[src/rtl/mram_ctrl_pkg.sv]
// Shared definitions for the MRAM read sequencer and its helpers.
//   - state_e   : burst controller FSM encoding
//   - WS_*      : word-select codes shared with the serializer
//   - BITS_*    : serial bit counts per word-select mode
//   - bits_for  : maps a word-select code to its serial bit count
package mram_ctrl_pkg;

    typedef enum logic [2:0] {
        ST_IDLE  = 3'd0,
        ST_ADDR  = 3'd1,
        ST_LOAD  = 3'd2,
        ST_SHIFT = 3'd3,
        ST_NEXT  = 3'd4,
        ST_DONE  = 3'd5
    } state_e;

    localparam logic [1:0] WS_NONE = 2'b00;
    localparam logic [1:0] WS_LOW  = 2'b01;
    localparam logic [1:0] WS_UP   = 2'b10;
    localparam logic [1:0] WS_FULL = 2'b11;

    localparam logic [4:0] BITS_FULL = 5'd16;
    localparam logic [4:0] BITS_BYTE = 5'd8;

    localparam int TIMER_WIDTH = 4;

    // Number of serial bits the serializer emits for a given word-select.
    function automatic logic [4:0] bits_for(input logic [1:0] ws);
        logic [4:0] bits;
        case (ws)
            WS_FULL:        bits = BITS_FULL;
            WS_LOW, WS_UP:  bits = BITS_BYTE;
            default:        bits = 5'd0;
        endcase
        return bits;
    endfunction

endpackage

[src/rtl/mram_read_timer.sv]
// Loadable down-counter used to time the asynchronous MRAM access window.
//   clk_i, rst_i  : clock, synchronous active-high reset
//   load_i        : load load_val_i (takes priority over dec_i)
//   load_val_i    : number of cycles to wait
//   dec_i         : count down by one while non-zero
//   expire_o      : high during the last cycle of the wait window
module mram_read_timer #(
    parameter int WIDTH = 4
) (
    input  logic             clk_i,
    input  logic             rst_i,
    input  logic             load_i,
    input  logic [WIDTH-1:0] load_val_i,
    input  logic             dec_i,
    output logic             expire_o
);

    logic [WIDTH-1:0] cnt_q;
    logic [WIDTH-1:0] cnt_d;

    // Next count: load wins, otherwise decrement and saturate at zero.
    always_comb begin
        cnt_d = cnt_q;
        if (load_i) begin
            cnt_d = load_val_i;
        end else if (dec_i && (cnt_q != '0)) begin
            cnt_d = cnt_q - WIDTH'(1);
        end else begin
            cnt_d = cnt_q;
        end
    end

    // Count register.
    always_ff @(posedge clk_i) begin
        if (rst_i) begin
            cnt_q <= '0;
        end else begin
            cnt_q <= cnt_d;
        end
    end

    // A count of one means this is the final cycle of the window.
    assign expire_o = (cnt_q == WIDTH'(1));

endmodule

[src/rtl/mram_burst_read_ctrl.sv]
// Burst read sequencer feeding the parallel-to-serial stage.
// Reads burst_len consecutive words from an asynchronous SRAM-style MRAM,
// loads each into the serializer and strobes ser_send once per bit.
//   clk, rst                          : clock, synchronous active-high reset
//   start, abort                      : burst request / unconditional stop
//   start_addr, burst_len, word_sel_in: burst parameters, latched at accept
//   busy, done, err                   : status (done/err are 1-cycle pulses)
//   mram_*                            : MRAM address and active-low controls
//   ser_en, ser_load, ser_send        : serializer control strobes
//   ser_word_sel                      : latched word-select for the serializer
// All outputs are registered and decoded from the next state, so they line
// up with the state the FSM is in during that cycle.
module mram_burst_read_ctrl
    import mram_ctrl_pkg::*;
#(
    parameter int ADDR_WIDTH = 18,
    parameter int BUS_WIDTH  = 16,
    parameter int LEN_WIDTH  = 8,
    parameter int READ_WAIT  = 3
) (
    input  logic                  clk,
    input  logic                  rst,
    input  logic                  start,
    input  logic                  abort,
    input  logic [ADDR_WIDTH-1:0] start_addr,
    input  logic [LEN_WIDTH-1:0]  burst_len,
    input  logic [1:0]            word_sel_in,
    output logic                  busy,
    output logic                  done,
    output logic                  err,
    output logic [ADDR_WIDTH-1:0] mram_addr,
    output logic                  mram_ce_n,
    output logic                  mram_oe_n,
    output logic                  mram_we_n,
    output logic                  mram_ub_n,
    output logic                  mram_lb_n,
    output logic                  ser_en,
    output logic                  ser_load,
    output logic                  ser_send,
    output logic [1:0]            ser_word_sel
);

    if (BUS_WIDTH != int'(BITS_FULL)) begin : g_bus_width_check
        $error("BUS_WIDTH must match the serializer word width");
    end
    if ((READ_WAIT < 1) || (READ_WAIT > 15)) begin : g_read_wait_check
        $error("READ_WAIT must be in 1..15");
    end

    localparam logic [TIMER_WIDTH-1:0] WAIT_LOAD = TIMER_WIDTH'(READ_WAIT);

    state_e                state_q,  state_d;
    logic [ADDR_WIDTH-1:0] addr_q,   addr_d;
    logic [LEN_WIDTH-1:0]  rem_q,    rem_d;
    logic [4:0]            bit_q,    bit_d;
    logic [1:0]            ws_q,     ws_d;
    logic                  err_d;
    logic                  tmr_load_s;
    logic                  tmr_dec_s;
    logic                  tmr_expire_s;
    logic                  mem_en_s;

    logic busy_q, done_q, err_q, ce_n_q, oe_n_q, ub_n_q, lb_n_q, load_q, send_q;

    mram_read_timer #(
        .WIDTH (TIMER_WIDTH)
    ) u_timer (
        .clk_i      (clk),
        .rst_i      (rst),
        .load_i     (tmr_load_s),
        .load_val_i (WAIT_LOAD),
        .dec_i      (tmr_dec_s),
        .expire_o   (tmr_expire_s)
    );

    // Next-state and datapath logic; abort overrides every state.
    always_comb begin
        state_d    = state_q;
        addr_d     = addr_q;
        rem_d      = rem_q;
        bit_d      = bit_q;
        ws_d       = ws_q;
        err_d      = 1'b0;
        tmr_load_s = 1'b0;
        tmr_dec_s  = 1'b0;
        if (abort) begin
            state_d = ST_IDLE;
        end else begin
            case (state_q)
                ST_IDLE: begin
                    if (start) begin
                        if (word_sel_in == WS_NONE) begin
                            err_d = 1'b1;
                        end else if (burst_len == '0) begin
                            state_d = ST_DONE;
                        end else begin
                            ws_d       = word_sel_in;
                            addr_d     = start_addr;
                            rem_d      = burst_len;
                            tmr_load_s = 1'b1;
                            state_d    = ST_ADDR;
                        end
                    end else begin
                        state_d = ST_IDLE;
                    end
                end
                ST_ADDR: begin
                    tmr_dec_s = 1'b1;
                    if (tmr_expire_s) begin
                        state_d = ST_LOAD;
                    end else begin
                        state_d = ST_ADDR;
                    end
                end
                ST_LOAD: begin
                    bit_d   = bits_for(ws_q);
                    state_d = ST_SHIFT;
                end
                ST_SHIFT: begin
                    bit_d = bit_q - 5'd1;
                    if (bit_q == 5'd1) begin
                        state_d = ST_NEXT;
                    end else begin
                        state_d = ST_SHIFT;
                    end
                end
                ST_NEXT: begin
                    // Address advances even after the last word; it wraps naturally.
                    addr_d = addr_q + ADDR_WIDTH'(1);
                    rem_d  = rem_q - LEN_WIDTH'(1);
                    if (rem_q == LEN_WIDTH'(1)) begin
                        state_d = ST_DONE;
                    end else begin
                        tmr_load_s = 1'b1;
                        state_d    = ST_ADDR;
                    end
                end
                ST_DONE: begin
                    state_d = ST_IDLE;
                end
                default: begin
                    state_d = ST_IDLE;
                end
            endcase
        end
    end

    // MRAM stays selected through LOAD so the data is stable while captured.
    always_comb begin
        if ((state_d == ST_ADDR) || (state_d == ST_LOAD)) begin
            mem_en_s = 1'b1;
        end else begin
            mem_en_s = 1'b0;
        end
    end

    // State, datapath and registered output decode.
    always_ff @(posedge clk) begin
        if (rst) begin
            state_q <= ST_IDLE;
            addr_q  <= '0;
            rem_q   <= '0;
            bit_q   <= 5'd0;
            ws_q    <= 2'b00;
            busy_q  <= 1'b0;
            done_q  <= 1'b0;
            err_q   <= 1'b0;
            ce_n_q  <= 1'b1;
            oe_n_q  <= 1'b1;
            ub_n_q  <= 1'b1;
            lb_n_q  <= 1'b1;
            load_q  <= 1'b0;
            send_q  <= 1'b0;
        end else begin
            state_q <= state_d;
            addr_q  <= addr_d;
            rem_q   <= rem_d;
            bit_q   <= bit_d;
            ws_q    <= ws_d;
            busy_q  <= (state_d != ST_IDLE);
            done_q  <= (state_d == ST_DONE);
            err_q   <= err_d;
            ce_n_q  <= ~mem_en_s;
            oe_n_q  <= ~mem_en_s;
            ub_n_q  <= ~(mem_en_s & ws_d[1]);
            lb_n_q  <= ~(mem_en_s & ws_d[0]);
            load_q  <= (state_d == ST_LOAD);
            send_q  <= (state_d == ST_SHIFT);
        end
    end

    assign busy         = busy_q;
    assign ser_en       = busy_q;
    assign done         = done_q;
    assign err          = err_q;
    assign mram_addr    = addr_q;
    assign mram_ce_n    = ce_n_q;
    assign mram_oe_n    = oe_n_q;
    assign mram_we_n    = 1'b1;
    assign mram_ub_n    = ub_n_q;
    assign mram_lb_n    = lb_n_q;
    assign ser_load     = load_q;
    assign ser_send     = send_q;
    assign ser_word_sel = ws_q;

endmodule

[config.mk]
export PLATFORM = sky130hd
export DESIGN_NAME = mram_burst_read_ctrl
export DESIGN_NICKNAME = d
export VERILOG_FILES = /design/src/rtl/mram_ctrl_pkg.sv /design/src/rtl/mram_read_timer.sv /design/src/rtl/mram_burst_read_ctrl.sv
export SDC_FILE = /design/constraint.sdc
export NUM_CORES = 1
export LEC_CHECK = 0
export ABC_AREA = 1
export CAP_MARGIN = 0
export CORE_MARGIN = 5
export CORE_UTILIZATION = 40
export CTS_CLUSTER_DIAMETER = 100
export CTS_CLUSTER_SIZE = 40
export DETAILED_ROUTE_END_ITERATION = 10
export GPL_TIMING_DRIVEN = 0
export PLACE_DENSITY = 0.66
export SLEW_MARGIN = 10
export SYNTH_ARGS = -nofsm -noshare
export SYNTH_HDL_FRONTEND = slang
export SYNTH_SLANG_ARGS = --single-unit
[constraint.sdc]
create_clock -name clk -period 1.7 [get_ports clk]
set_clock_uncertainty 0.1 [all_clocks]
set_input_delay 0.17 -clock clk [delete_from_list [all_inputs] [get_ports clk]]
set_output_delay 0.17 -clock clk [all_outputs]
set_load 0.01 [all_outputs]
Word level (Yosys, flattened, before mapping)
Index checks and enable logic that the tools add are counted.
{"block": "totals", "reg_bits": 48, "input_bits": 32, "out_inout_bits": 31, "elab_cells": 94}
{"block": "classes", "n_addsub": 4, "n_eq_ne": 17, "muxes": 35, "bitwise": 8, "reduce_logical": 15}
{"op": "$mux W18", "count": 3}
{"op": "$pmux W18 S2", "count": 1}
{"op": "$mux W8", "count": 3}
{"op": "$pmux W5 S2", "count": 2}
{"op": "$add A18 B1 Y18 const B", "count": 1}
{"op": "$mux W3", "count": 6}
{"op": "$mux W2", "count": 8}
{"op": "$pmux W8 S2", "count": 1}
{"op": "$pmux W3 S5", "count": 1}
{"op": "$eq A3 B2 Y1 const B", "count": 4}
{"op": "$mux W1", "count": 9}
{"op": "$eq A8 B1 Y1 const B", "count": 1}
{"op": "$logic_not A8 Y1", "count": 1}
{"op": "$sub A8 B1 Y8 const B", "count": 1}
{"op": "$eq A3 B1 Y1 const B", "count": 2}
{"op": "$eq A3 B3 Y1 const B", "count": 2}
{"op": "$ne A2 B2 Y1 const B", "count": 3}
{"op": "$not A1 Y1", "count": 6}
{"op": "$reduce_bool A2 Y1", "count": 3}
{"op": "$eq A5 B1 Y1 const B", "count": 1}
{"op": "$reduce_and A5 Y1", "count": 1}
{"op": "$sub A5 B1 Y5 const B", "count": 1}
{"op": "$eq A2 B2 Y1 const B", "count": 2}
{"op": "$eq A4 B1 Y1 const B", "count": 1}
{"op": "13 further kinds", "count": 15}

Longest topological paths before layout
Gate-level depths: netlist (run 1).
{"block": "logic_depth", "depth_word": 11, "mapped_depth": 12, "mapped_depth_nobuf": 12}

Hierarchy
Synthesis (run 1) repeated with hierarchy kept, for this count alone.
{"block": "hier_totals", "hier_cells": 487, "hier_area_um2": 3030.4}
{"mod": "mram_burst_read_ctrl", "instances": 1, "cells_each": 446, "area_each_um2": 2733.9, "seq_area_each_um2": 880.8}
{"mod": "mram_read_timer", "instances": 1, "cells_each": 41, "area_each_um2": 296.5, "seq_area_each_um2": 80.1}

Least setup slack after synthesis (run 1)
OpenSTA, ideal clock, no wires.
{"block": "synth_path", "path_type": "register -> register", "from": "register addr_q[0] (netlist: mram_addr[0])", "to": "register addr_q[10] (netlist: mram_addr[10])", "setup_ps": 117, "arrival_ps": 1337, "required_time_ps": 1483, "path_slack_ps": 146, "path_stages_with_launch": 11, "path_buffers": 0, "period_less_slack_ps": 1554, "path_cell_list": "dfxtp_1 > ha_1 > nand2_1 > nor2_1 > nand2_1 > nor2_1 > or2_2 > nand3_1 > nand2_1 > nor2_1 > nor2_1"}
{"block": "synth_via", "elab_chain_cells": 2}
{"element": "start, declared", "line_no": "mram_burst_read_ctrl.sv:53", "rtl": "logic [ADDR_WIDTH-1:0] addr_q, addr_d;"}
{"element": "start signal, assigned", "line_no": "mram_burst_read_ctrl.sv:176", "rtl": "addr_q <= addr_d;"}
{"element": "$add A18 B1 Y18", "line_no": "mram_burst_read_ctrl.sv:129", "rtl": "addr_d = addr_q + ADDR_WIDTH'(1);"}
{"element": "$pmux W18 S2", "line_no": "mram_burst_read_ctrl.sv:89", "rtl": "case (state_q)"}
Every way passes these cells.
A chain may end at the register's enable or synchronous reset.

Final worst setup path (run 1)
Ends and elaborated chain as after synthesis.

==> results of run 1 <==
## worst paths after layout
path,cells past startpoint,from,to,slack (ns)
worst max-delay path,10,mram_addr[0],mram_addr[10],0.06
worst min-delay path,2,bit_q[4],bit_q[4],0.39
worst max register to register,10,mram_addr[0],mram_addr[10],0.06
worst min register to register,2,bit_q[4],bit_q[4],0.39
## cell type report
cell class / instances / area, um^2 / share of cell area, %
repair buffers: 61 / 610.6 / 15.93
plain buffers: 18 / 125.1 / 3.264
well taps: 99 / 123.9 / 3.231
clock buffers: 5 / 68.82 / 1.795
flip-flops and latches: 48 / 972.2 / 25.36
multi-input cells: 352 / 1695 / 44.22
inverters: 52 / 195.2 / 5.091
clock inverters: 3 / 42.54 / 1.110
## power groups by stage
stage	Clock (W)	Sequential, W	Combinational, W
6_report	0.000836	0.00123	0.000464
5_1_grt	0.000895	0.00124	0.000517
4_1_cts	0.000859	0.00123	0.000457
3_5_place_dp	0	0.00126	0.000453
3_3_place_gp	0	0.00125	0.000446
2_1_floorplan	0	0.00126	0.000235
## critical path, cell delays in order (launching register included)
cell and delay [ns]:
dfxtp_2 0.37, ha_2 0.21, nand2_2 0.10, nor2_1 0.05, nand2_1 0.11, nor2_1 0.08, or2_2 0.27, nand3_1 0.06
nand2_1 0.05, nor2_1 0.09, nor2_1 0.05
## sequential cells by signal, indices dropped and copies added (netlist names), 2 cells and up
register,count
mram_addr,18
rem_q,8
bit_q,5
u_timer.cnt_q,4
state_q,3
ser_word_sel,2
## metal layers
| metal | vias up | track usage [%] | routed length [um] | share of wire [%] |
|---|---|---|---|---|
| met5 | - | 0 | 0 | 0 |
| met4 | 0 | 6.398 | 170 | 2.1 |
| met3 | 13 | 2.605 | 445 | 5.4 |
| met2 | 85 | 28.37 | 3772 | 46 |
| met1 | 1439 | 25.49 | 3885 | 47 |
| li1 | 1628 | - | - | - |
## cells in the mapped netlist
master,n
dfxtp_1,48
nor3_1,4
nor2_4,1
or2_1,1
buf_2,7
o21ai_1,5
or2_0,1
o31ai_1,1
nand2_1,125
buf_6,3
clkinv_1,1
inv_2,4
clkbuf_1,4
conb_1,1
nand3_1,30
buf_4,4
a21oi_1,23
nor2_2,4
or2_2,3
nand2_2,7
inv_1,47
nand3_2,1
xor2_1,2
a221oi_1,1
xnor2_1,4
nor3_2,2
o21ai_0,32
and2_1,1
o221ai_1,1
ha_1,8
nand3b_1,3
nor2_1,82
nand4_1,8
a211oi_1,1
## stage by stage
step | hold WS, ns | area, um^2 | setup TNS [ns] | utilization (%)
floorplan | 0.2372 | 2927 | 0 | -
global placement | 0.3725 | 3661 | -7.547 | 51.02
detailed placement | 0.3808 | 3661 | -8.277 | 51.02
global route | 0.4102 | 3834 | -0.03386 | 53.43
CTS | 0.3838 | 3775 | 0 | 52.61
finish | 0.3904 | 3834 | 0 | 53.43
## kinds of logic after synthesis
family | after synthesis | share of synthesized area, %
AND/OR/NAND/NOR | 273 | 39.89
buffers and inverters | 70 | 10.56
AO/OA/AOI/OAI | 64 | 11.37
flip-flops | 48 | 32.83
adder cells (fa/ha/maj) | 8 | 3.420
XOR/XNOR | 6 | 1.796
other | 1 | 0.1281
## what timing repair did
action                     in CTS  in global routing
setup endpoints to repair      12                 31
buffers inserted                0                  0
resized for setup               2                 29
hold buffers                    0                  0
==> flow_summary.toml, run 1 <==
[outcome]
status = "completed"

[synthesis]
synth_nets = 510
syn-mean-instance-area_um2 = 6.227
synth_cells = 470
ys.warnings.count = 0
synth.area.top_cells = "dfxtp_1 (33%), nand2_1 (16%), nor2_1 (11%)"
syn-cell-area_um2 = 2927
synth_cell_types = 34
yosysSeqAreaShare_pct = 32.83
yosysTopAreaCell = "dfxtp_1"
ys_ff_latch = 48
synth_top_area_share_pct = 32.83

[worst_setup_path]
critPathLaunchType = "flop"
end_kind = "flop"
critPathKind = "reg2reg"
worst_ep_required_time_ns = 1.80
crit_path_max_fanout = 8
critPathArrivalTime_ns = 1.74

[floorplanning]
core_um2 = 7176
row_count = 31
die_y_um = 95.54
die_area_um2 = 9127
die_x_um = 95.54
pin_count = 63
start_util_pct = 40.78

[drt]
drc_errors = 0
routed_wl_um = 8273
dr_total_vias = 3165
wl_per_cell_um = 12.97
ant_nets = 0
firstDrtPassIters = 4
via_per_inst = 4.961
drtIter0Drc = 239

[clock_network]
htree_levels = 2
cts_tree = "built"
cts-root-buf = "clkbuf_8"
cts_buffers = 5
cts_sinks = 48
clock_latency_ns = 0.30
clkTransAtPathRegs_ns = 0.09
max-clock-path-buffers = 2

[pwr]
switching_power_w = 0.0006965
p_seq_share_pct = 48.7
comb_power_share_pct = 18.3
pwr-share-clk_pct = 33.0
leakagePower_nw = 1.556
p_sw_share_pct = 27.48
p_int_w = 0.001838
vdd_ir_drop_max_v = 0.0002932
p_per_area_nw_per_um2 = 661.2
power.total_w = 0.002535

[grt]
grt_max_degree = 16
globalRouteTotalUtil_pct = 18.20
grt_pass1_vias = 2818
antenna_found_initial = 0
grt_pass1_wl_um = 13190
gr-total-overflow = 0

[cells_and_area]
final_cell_mix = "nand2_1 (123), nor2_1 (79), clkdlybuf4s50_1 (61)"
num_antenna_cells = 0
fillers = 743
instances_no_fill = 638
layout-drive-gt1-share_pct = 11.87
final_common_cell = "nand2_1"
final_nets = 578
area_growth_pct = 31.00

[min_path]
hp-class = "reg2reg"

[sta]
finalSetupViolations = 0
worst_pin_slew_ns = 0.5567
rsz0062_at_grt = "yes"
finalHoldViolations = 0
maxSlewHeadroom_pct = 62.89
drv_slew = 0
fmax_mhz = 610.7
min_period_ns = 1.637
fin_ws_ns = 0.06258
post-route-period-util_pct = 96.32

[placed_design]
dp_slack_ns = -0.4163
portBuffers = 61
hpwl_um = 6264
gp_congestion = 0.8833
dp_cells = 630

[flow_run]
cap_violations = 0
Note: power is estimated with default switching activity, not from simulation.
==> run 2, diff against run 1 <==
--- a/config.mk
+++ b/config.mk
@@ -9,6 +9,7 @@
 export CAP_MARGIN = 0
 export CORE_MARGIN = 5
 export CORE_UTILIZATION = 40
+export CTS_BUF_LIST = sky130_fd_sc_hd__clkbuf_8
 export CTS_CLUSTER_DIAMETER = 100
 export CTS_CLUSTER_SIZE = 40
 export DETAILED_ROUTE_END_ITERATION = 10
@@ -18,3 +19,4 @@
 export SYNTH_ARGS = -nofsm -noshare
 export SYNTH_HDL_FRONTEND = slang
 export SYNTH_SLANG_ARGS = --single-unit
+export TNS_END_PERCENT = 100
==> results of run 2 <==
No change in the layout: final DEF, timing and power equal those of run 1.
